## src/rtl/mux_scan.sv

```systemverilog
// rtl/mux_scan.sv - N-channel W-bit registered mux with direct select and time-division scan
// Scan mode walks ptr over all channels, holding each for DWELL enabled cycles.
module mux_scan #(
  parameter int WIDTH    = 8,
  parameter int CHANNELS = 4,
  parameter int DWELL    = 2,
  parameter int SEL_W    = $clog2(CHANNELS)
) (
  input  logic                      clk,
  input  logic                      rst_n,
  input  logic [CHANNELS*WIDTH-1:0] din,
  input  logic [SEL_W-1:0]          sel,
  input  logic                      mode,
  input  logic                      en,
  output logic [WIDTH-1:0]          out,
  output logic                      out_valid,
  output logic [SEL_W-1:0]          chan,
  output logic                      frame
);

  localparam int CNT_W = (DWELL > 1) ? $clog2(DWELL) : 1;
  localparam logic [SEL_W-1:0] PTR_LAST = SEL_W'(CHANNELS - 1);
  localparam logic [CNT_W-1:0] CNT_LAST = CNT_W'(DWELL - 1);

  logic [WIDTH-1:0] ch_data [CHANNELS];
  logic [SEL_W-1:0] ptr, ptr_next;
  logic [CNT_W-1:0] cnt, cnt_next;
  logic [SEL_W-1:0] dir_sel;
  logic [SEL_W-1:0] src;
  logic [WIDTH-1:0] src_data;
  logic             dwell_end;
  logic             scan_end;

  for (genvar i = 0; i < CHANNELS; i++) begin : g_ch
    assign ch_data[i] = din[i*WIDTH +: WIDTH];
  end

  always_comb begin
    // Out-of-range selects (non-power-of-2 CHANNELS) land on the last channel.
    dir_sel   = (sel > PTR_LAST) ? PTR_LAST : sel;
    src       = mode ? ptr : dir_sel;
    src_data  = ch_data[src];
    dwell_end = (cnt == CNT_LAST);
    scan_end  = dwell_end && (ptr == PTR_LAST);
    ptr_next  = ptr;
    cnt_next  = cnt;
    if (!mode) begin
      ptr_next = '0;
      cnt_next = '0;
    end else if (en) begin
      if (dwell_end) begin
        cnt_next = '0;
        ptr_next = (ptr == PTR_LAST) ? '0 : ptr + 1'b1;
      end else begin
        cnt_next = cnt + 1'b1;
      end
    end
  end

  always_ff @(posedge clk or negedge rst_n) begin
    if (!rst_n) begin
      ptr       <= '0;
      cnt       <= '0;
      out       <= '0;
      chan      <= '0;
      out_valid <= 1'b0;
      frame     <= 1'b0;
    end else begin
      ptr       <= ptr_next;
      cnt       <= cnt_next;
      out_valid <= en;
      frame     <= mode && en && scan_end;
      if (en) begin
        out  <= src_data;
        chan <= src;
      end
    end
  end

endmodule

```

## config.mk

```make
export PLATFORM = sky130hd
export DESIGN_NAME = mux_scan
export DESIGN_NICKNAME = d
export VERILOG_FILES = /design/src/rtl/mux_scan.sv
export SDC_FILE = /design/constraint.sdc
export NUM_CORES = 1
export LEC_CHECK = 0
export ABC_AREA = 1
export CAP_MARGIN = 20
export CORE_UTILIZATION = 41
export DETAILED_ROUTE_END_ITERATION = 8
export PLACE_DENSITY = 0.79
export SYNTH_ARGS = -nofsm -noshare
export SYNTH_HDL_FRONTEND = slang
export SYNTH_SLANG_ARGS = --single-unit
export TNS_END_PERCENT = 5
```

## constraint.sdc

```tcl
create_clock -name clk -period 1.6 [get_ports clk]
set_clock_uncertainty 0.2 [all_clocks]
set_input_delay 0.32 -clock clk [delete_from_list [all_inputs] [get_ports clk]]
set_output_delay 0.32 -clock clk [all_outputs]
set_load 0.05 [all_outputs]
```

==> results list, run 1 <==
- The flow ran to the end, and the final reports show no timing, DRC or antenna violations.
- Wire length of the first global-routing pass: 4947 um
- Worst EP required: 1.63 ns
* Max VDD drop: 807.0 uV
- Power spread over the standard cell area amounts to 699.1 nW/um^2.
- Worst Hold Class: in2async
- HPWL after DPL: 2475 um
- STA classifies the critical path endpoint as a register.
- Number of clock sinks: 15
- In the global route stage, overall resource usage came out at 23.53%.
* Area after DPL: 1799 um^2
- Reg-to-Reg End: out[2]
- Depth of the worst register-to-register path: 7
- The clock reaches the later pin of the worst-skew pair after 0.27 ns.
- DIE HEIGHT: 54.15 um
- After technology mapping, the gate count stands at 159.
- Sw Pwr: 475.4 uW
- Routed wire length: 3123 um
* Slew of the pin with the lowest slew margin: 0.3759 ns
- The floorplan has 18 rows.
- Library cell with the largest summed area after synthesis: dfrtp_1
- Clock root buffer master: clkbuf_4
- Worst-case headroom to the max-slew limit: 74.90%
* Layout cell share with drive strength beyond 1: 19.82%
- After synthesis, the largest area contributor takes up 33.67% of total cell area.
- Worst-path cell chain: clkdlybuf4s50_1, buf_6, inv_8, nand2_2, nand2_4, inv_4, nand3_1, nand2_1, nand2_1, nand2_1
- Routed vias/inst: 5.049
* Iteration-0 DRC count of the detailed router: 24
- Remaining global-route overflow: 0
- Routability-driven placement finished with a final weighted congestion of 0.8359.
* Detail Route Antenna Nets: 0
- Buffers placed on the I/O ports in this run total 49.
- Maximum number of pins on one net before global-route repair: 18
- In this design, the stage delay of the slowest critical-path cell is 0.47 ns.
* # H-tree levels: 1
* Slew Viols, Final: 0
- Final count of negative-setup-slack endpoints: 0
- Max-cap violations in this run came to 0.
- Total number of cells along the worst setup path: 10
* Biggest fanout along the worst timing path: 9
- For this run, the detailed router's first-pass iteration total came to 4.
- For this run, asynchronously set or reset flops after synthesis account for 100.0%.
* Net Sw Frac: 36.62%
- Clock Power Share: 15.8%
- DIE WIDTH: 54.15 um
- In this run the worst setup path begins at mode.
- Cell mode on critical path: nand2_1
* Hold-fix buffers, CTS: 0
- Dominant cell by count in the synthesized netlist: nand2_1
- Post-route cell area: 1857 um^2
- The number of setup buffers added after CTS is 0.
* CTS max path bufs: 2
- Hold Violations, Final: 0
- Combinational share of power: 47.9%
- The most used flip-flop cell after synthesis is dfrtp_1.
- STA classifies the critical path startpoint as an input port.
* Sequential power share: 36.3%
* Yosys warning total: 0
- Static power due to leakage: 1.017 nW
* Setup slack of the most critical reg-to-reg path: 0.24 ns
- After synthesis, the mean cell area works out to 7.011 um^2.
- By area the synthesized netlist is led by dfrtp_1, nand3_1, nand2_1.
- The synthesized design contains 15 register bits.
- Launch point of the worst reg-to-reg path: ptr[0]
- The completed layout was analyzed and its total power is 1.298 mW.
* Distinct cells, synth: 18
* Data arrival time of the critical path: 1.57 ns
* Core box area: 2522 um^2
- After detailed routing, the number of remaining DRC violations is 0.
- The critical path is of the in2reg type.
- The number of antenna violations at the first check in global routing was 0.
- Signed area change from the synthesized netlist to the final layout: 66.55%
- Fmax achieved: 645.8 MHz
- Synth Cell Area: 1115 um^2
- Final net count: 257
- After layout, the worst path uses 96.78% of the clock period.
- Buffers inserted during clock tree synthesis total 3.
- Summing over every cut layer, the via total after detailed routing is 1247.
* RSZ-0062 raised after global routing: false
- The critical path ends at out[2].
- Wirelength per Cell: 12.64 um
- For this run, the register share of the synthesized area comes to 33.67%.
- EDFF count, synth: 0
* Number of global-route vias before repair: 1233
- Among all stages on the critical path, the largest delay is contributed by clkdlybuf4s50_1.
- Setup total negative slack on the finished layout was measured at 0 ns.
- Post-route minimum period: 1.549 ns
- Ranking of synthesized cells by instance count: nand2_1, inv_1, nand3_1
- Counting both buffers and inverters, the worst setup path holds a total of 4.
- Once the floorplan was initialized, standard cells occupied 44.20% of the core.
* CTS tree: built
- The internal power of the cells totals 822.6 uW.
- Die Area: 2932 um^2
* Ports: 50
* Net count after synthesis: 198
- 0 antenna diodes ended up in the layout.
- Category of cells accounting for the largest share of critical-path delay: buffers and inverters
- Clock-pin slew was measured on the worst setup and hold paths at 0.09 ns.
## how the worst min path moves through the flow
stage                     cells after the start  startpoint       to
final                                         2       rst_n   out[3]
after global routing                          2       rst_n   out[2]
after global placement                        2         cnt      cnt
after detailed placement                      2      out[6]   out[6]
after CTS                                     2       rst_n   out[3]
after floorplan                               0       rst_n  chan[0]
## flip-flops by register name, summed over array words and instances, names as in the netlist
register	count
frame	1
cnt	1
out_valid	1
out	8
chan	2
ptr	2
## stage by stage
step	hold slack (ns)	setup slack (ns)	utilization, %	instances
floorplan	-0.1756	0.3041	-	159
global placement	0.2959	-0.2877	71.33	242
detailed placement	0.3322	-0.3340	71.33	242
CTS	0.1613	0.006123	72.62	246
global route	0.1471	0.01597	73.61	247
finish	0.1590	0.05144	73.61	247
## final cells by class
class                           instances  area [um^2]
Multi-Input combinational cell        104        565.5
Sequential cell                        15        375.4
Fill cell                             193        665.6
Inverter                               37        148.9
Clock inverter                          1        5.005
Clock buffer                            3        22.52
Timing Repair Buffer                   57        701.9
Tap cell                               30        37.54
## power groups by stage
stage	Clock [mW]	Sequential, mW	Combinational [mW]
floorplan	0	0.583	0.178
global placement	0	0.475	0.602
detailed placement	0	0.479	0.615
CTS	0.213	0.471	0.617
global route	0.243	0.476	0.665
finish	0.206	0.471	0.622
## routing by layer
metal / wire, um / GRT usage [%] / part of all wire (%) / vias up
met5: 0 / 0 / 0 / -
met4: 39 / 6.410 / 1.2 / 0
met3: 222 / 5.650 / 7.1 / 4
met2: 1660 / 44.72 / 53 / 54
met1: 1200 / 25.35 / 38 / 578
li1: - / - / - / 611
## repair_timing
item                                    CTS  global route
pin swaps                                 0             1
cloned                                    0             1
gates resized for setup                   1             4
endpoints found under the setup margin    5             8
## cell usage in the layout, fill, tap and decap left out
| cell type | netlist | layout |
|---|---|---|
| a31oi_1 | 1 | 1 |
| clkbuf_4 | 0 | 3 |
| nand3_1 | 34 | 34 |
| nand2_4 | 2 | 5 |
| o21ai_0 | 2 | 2 |
| ha_1 | 1 | 1 |
| buf_12 | 0 | 14 |
| nor3b_1 | 1 | 1 |
| nand3_2 | 9 | 9 |
| nor2_1 | 3 | 3 |
| buf_4 | 0 | 5 |
| nand2_2 | 4 | 2 |
| inv_8 | 1 | 1 |
| dfrtp_1 | 15 | 15 |
| buf_6 | 3 | 1 |
| inv_4 | 0 | 1 |
| dlymetal6s2s_1 | 0 | 1 |
| clkdlybuf4s50_1 | 0 | 36 |
| nand2_8 | 1 | 1 |
| clkinv_2 | 0 | 1 |
| inv_1 | 34 | 34 |
| nand2_1 | 45 | 45 |
| clkinv_1 | 1 | 1 |
## cells by family after synthesis
logic type	count (synthesis)	share of synthesized area, %
AOI/OAI and AO/OA	3	1.459
adders and majority gates	1	1.122
buffers and inverters	41	17.51
DFF	15	33.67
and+or+nand+nor	99	46.24
Note: power is estimated with default switching activity, not from simulation.
==> inputs of run 2 (changes only) <==
--- a/config.mk
+++ b/config.mk
@@ -7,9 +7,9 @@
 export LEC_CHECK = 0
 export ABC_AREA = 1
 export CAP_MARGIN = 20
-export CORE_UTILIZATION = 41
+export CORE_UTILIZATION = 45
 export DETAILED_ROUTE_END_ITERATION = 8
-export PLACE_DENSITY = 0.79
+export PLACE_DENSITY = 0.86
 export SYNTH_ARGS = -nofsm -noshare
 export SYNTH_HDL_FRONTEND = slang
 export SYNTH_SLANG_ARGS = --single-unit
==> constraint.sdc (replaced) <==
create_clock -name clk -period 1.95 [get_ports clk]
set_clock_uncertainty 0.2 [all_clocks]
set_input_delay 0.39 -clock clk [delete_from_list [all_inputs] [get_ports clk]]
set_output_delay 0.39 -clock clk [all_outputs]
set_load 0.05 [all_outputs]
==> results list, run 2 (synthesis results as in run 1) <==
- The flow ran to the end, and the final reports show no timing, DRC or antenna violations.
* Worst setup EP type: register
- Static power due to leakage: 0.9188 nW (-9.6%)
- The cell area after layout came to 1630 um^2 (-12%).
* Worst-case headroom to the max-slew limit: 84.49% (+9.6 points)
- The switching power came to 364.5 uW (-23%).
- The number of max-cap violations is 0 (unchanged).
- The peak supply drop is 564.2 uV (-30%).
- Biggest registers after layout: out: 8 flops, chan: 2 flops, ptr: 2 flops
- Port bufs: 49 (unchanged)
* Slew of the pin with the lowest slew margin: 0.2312 ns (-0.1448 ns)
* Wirelength per Cell: 11.75 um (-7.1%)
- Iteration-0 DRC count of the detailed router: 11 (-54%)
* Total area of sequential cells: 375.4 um^2 (unchanged)
* Startpoint types: input port
* Final standard cell utilization of the core: 71.63% (-2.0 points)
- Starting utilization of the core area: 48.98% (+4.8 points)
* # H-tree levels: 1 (unchanged)
* HPWL after DPL: 2346 um (-5.2%)
* Skew-Pair Late Insertion Delay: 0.27 ns (about the same)
* Wire length of the first global-routing pass: 4726 um (-4.5%)
- Final setup TNS: 0 ns (unchanged)
* Area after DPL: 1604 um^2 (-11%)
- More flip-flops sit in one register than any other, and that register is out.
* Cell at the slowest stage of the critical path: clkdlybuf4s50_1
- The design internal power came to 593.5 uW (-28%).
* Worst Hold Class: in2async
- The clock transition at the register clock pins on the worst setup and hold paths after CTS is 0.08 ns (about the same).
* Number of global-route vias before repair: 1236 (+0.24%)
- Antenna violations before repair: 0 (unchanged)
* Hold-fix buffers, CTS: 0 (unchanged)
* Data arrival time of the critical path: 1.68 ns (+0.11 ns)
- The buffer levels on the longest clock path is 2 (unchanged).
* Flip-flop count of the largest register after layout: 8 (unchanged)
- The library cell used most frequently in the layout, excluding fill and tap cells, is nand2_1.
- The number of hold violations in the final report came to 0 (unchanged).
- Setup repair after global routing left no endpoint under its margin.
- The final-report setup violation count came to 0 (unchanged).
- The length of the first detailed-routing pass in iterations was 4 (unchanged).
- Sequential power share: 38.4% (+2.1 points)
- The highest fanout seen on the critical path is 12 (+3).
- The post-cts gate resize count was 0 (-1).
* Fmax achieved: 584.8 MHz
- Detail Route Antenna Nets: 0 (unchanged)
* Routed vias/inst: 4.942 (-2.1%)
* Cell mode on critical path: nand2_1
- The worst hold slack across all endpoints is 0.2197 ns (+0.06068 ns).
- After layout, the minimum clock period comes to 1.710 ns.
* Ports: 50 (unchanged)
* Slew Viols, Final: 0 (unchanged)
- The power density of the placed cells came to 587.6 nW/um^2 (-16%).
- Final net count: 252 (-1.9%)
* Clock root buffer master: clkbuf_4
* TritonCTS buffer count: 3 (unchanged)
- The overall track demand over capacity in global routing is 23.43% (-0.098 points).
* Final-layout fill cell count: 196 (+1.6%)
- Clock Power Share: 17.9% (+2.1 points)
- Signed area change from the synthesized netlist to the final layout: 46.24%
- The number of remaining DRC errors came to 0 (unchanged).
* Area used by multi-input combinational logic: 544.3 um^2 (-3.8%)
* Row count: 17 (-1)
* Net Sw Frac: 38.05% (+1.4 points)
* Slowest stage delay, CP: 0.45 ns (-0.02 ns)
* Die Area: 2681 um^2 (-8.6%)
* Final cycle utilization of the critical path: 87.70%
- The y dimension of the die is 51.78 um (-4.4%).
- Number of clock sinks: 15 (unchanged)
- Worst-path cell chain: clkdlybuf4s50_1, buf_4, nand2_4, nand2_2, nand2_1, nand3_1, nand2_1, nand2_1, nand2_1
* Via total after detailed routing: 1186 (-4.9%)
- The critical path is of the in2reg type.
* Routed wire length: 2820 um (-9.7%)
- Maximum number of pins on one net before global-route repair: 19 (+1)
- Worst EP required: 1.92 ns (+0.29 ns)
- DIE WIDTH: 51.78 um (-4.4%)
- Highest-count cells in the layout ignoring fill and taps: nand2_1, clkdlybuf4s50_1, inv_1, nand3_1
* Number of buffers inserted by post-CTS setup repair: 0 (unchanged)
* CTS tree: built
- Core box area: 2276 um^2 (-9.8%)
* Combinational share of power: 43.7% (-4.2 points)
- Remaining global-route overflow: 0 (unchanged)
* Weighted congestion at the end of routability-driven global placement: 0.9096 (+8.8%)
* Layout cell share with drive strength beyond 1: 17.45% (-2.4 points)
- # diodes: 0 (unchanged)
run 2: area by class of cell:
cell class	count	share of cell area, %
Clock buffer	4	1.612
Inverter	37	8.979
Multi-Input combinational cell	103	33.38
Sequential cell	15	23.02
Tap cell	28	2.149
Timing Repair Buffer	53	30.85
run 2: stage by stage:
step	setup WS (ns)	cells	total power, mW
2_1_floorplan	0.5841	159	0.6249
3_3_place_gp	0.02195	236	0.7830
3_5_place_dp	-0.03846	236	0.7939
4_1_cts	0.2654	240	0.9680
5_1_grt	0.1599	240	1.015
6_report	0.2399	240	0.9580
run 2: power by group through the flow:
stage | clock, mW | combinational, mW | sequential (mW)
CTS | 0.179 | 0.421 | 0.368
floorplan | 0 | 0.146 | 0.479
global route | 0.192 | 0.452 | 0.371
global placement | 0 | 0.410 | 0.373
finish | 0.172 | 0.419 | 0.368
detailed placement | 0 | 0.420 | 0.374
run 2: metal layers:
metal | wire [um] | share of wire, % | GRT usage, % | vias up
met4 | 59 | 2.1 | 8.108 | 0
met5 | 0 | 0 | 0 | -
li1 | - | - | - | 596
met2 | 1517 | 54 | 44.59 | 33
met3 | 122 | 4.3 | 5.848 | 8
met1 | 1121 | 40 | 24.59 | 549
run 2: path summary, 6_finish.rpt:
check,start,endpoint,slack [ns],depth (start not counted)
min in group clk,out[4],out[4],0.29,2
max in group asynchronous,rst_n,out[2],1.16,2
setup / recovery,mode,out[2],0.24,9
hold reg to reg,out[4],out[4],0.29,2
setup reg to reg,ptr[0],out[2],0.54,7
hold / removal,rst_n,out[7],0.22,2
run 2: critical path, delay by kind of cell:
family	cells	cell delay [ns]
buffers and inverters	2	0.63
AND/OR/NAND/NOR	7	0.67
==> inputs of run 3 (changes only) <==
--- a/config.mk
+++ b/config.mk
@@ -9,6 +9,7 @@
 export CAP_MARGIN = 20
 export CORE_UTILIZATION = 45
 export DETAILED_ROUTE_END_ITERATION = 8
+export HOLD_SLACK_MARGIN = 0.08
 export PLACE_DENSITY = 0.86
 export SYNTH_ARGS = -nofsm -noshare
 export SYNTH_HDL_FRONTEND = slang
==> results of run 3 <==
The final DEF is identical to that of run 2; final timing and power are the same.
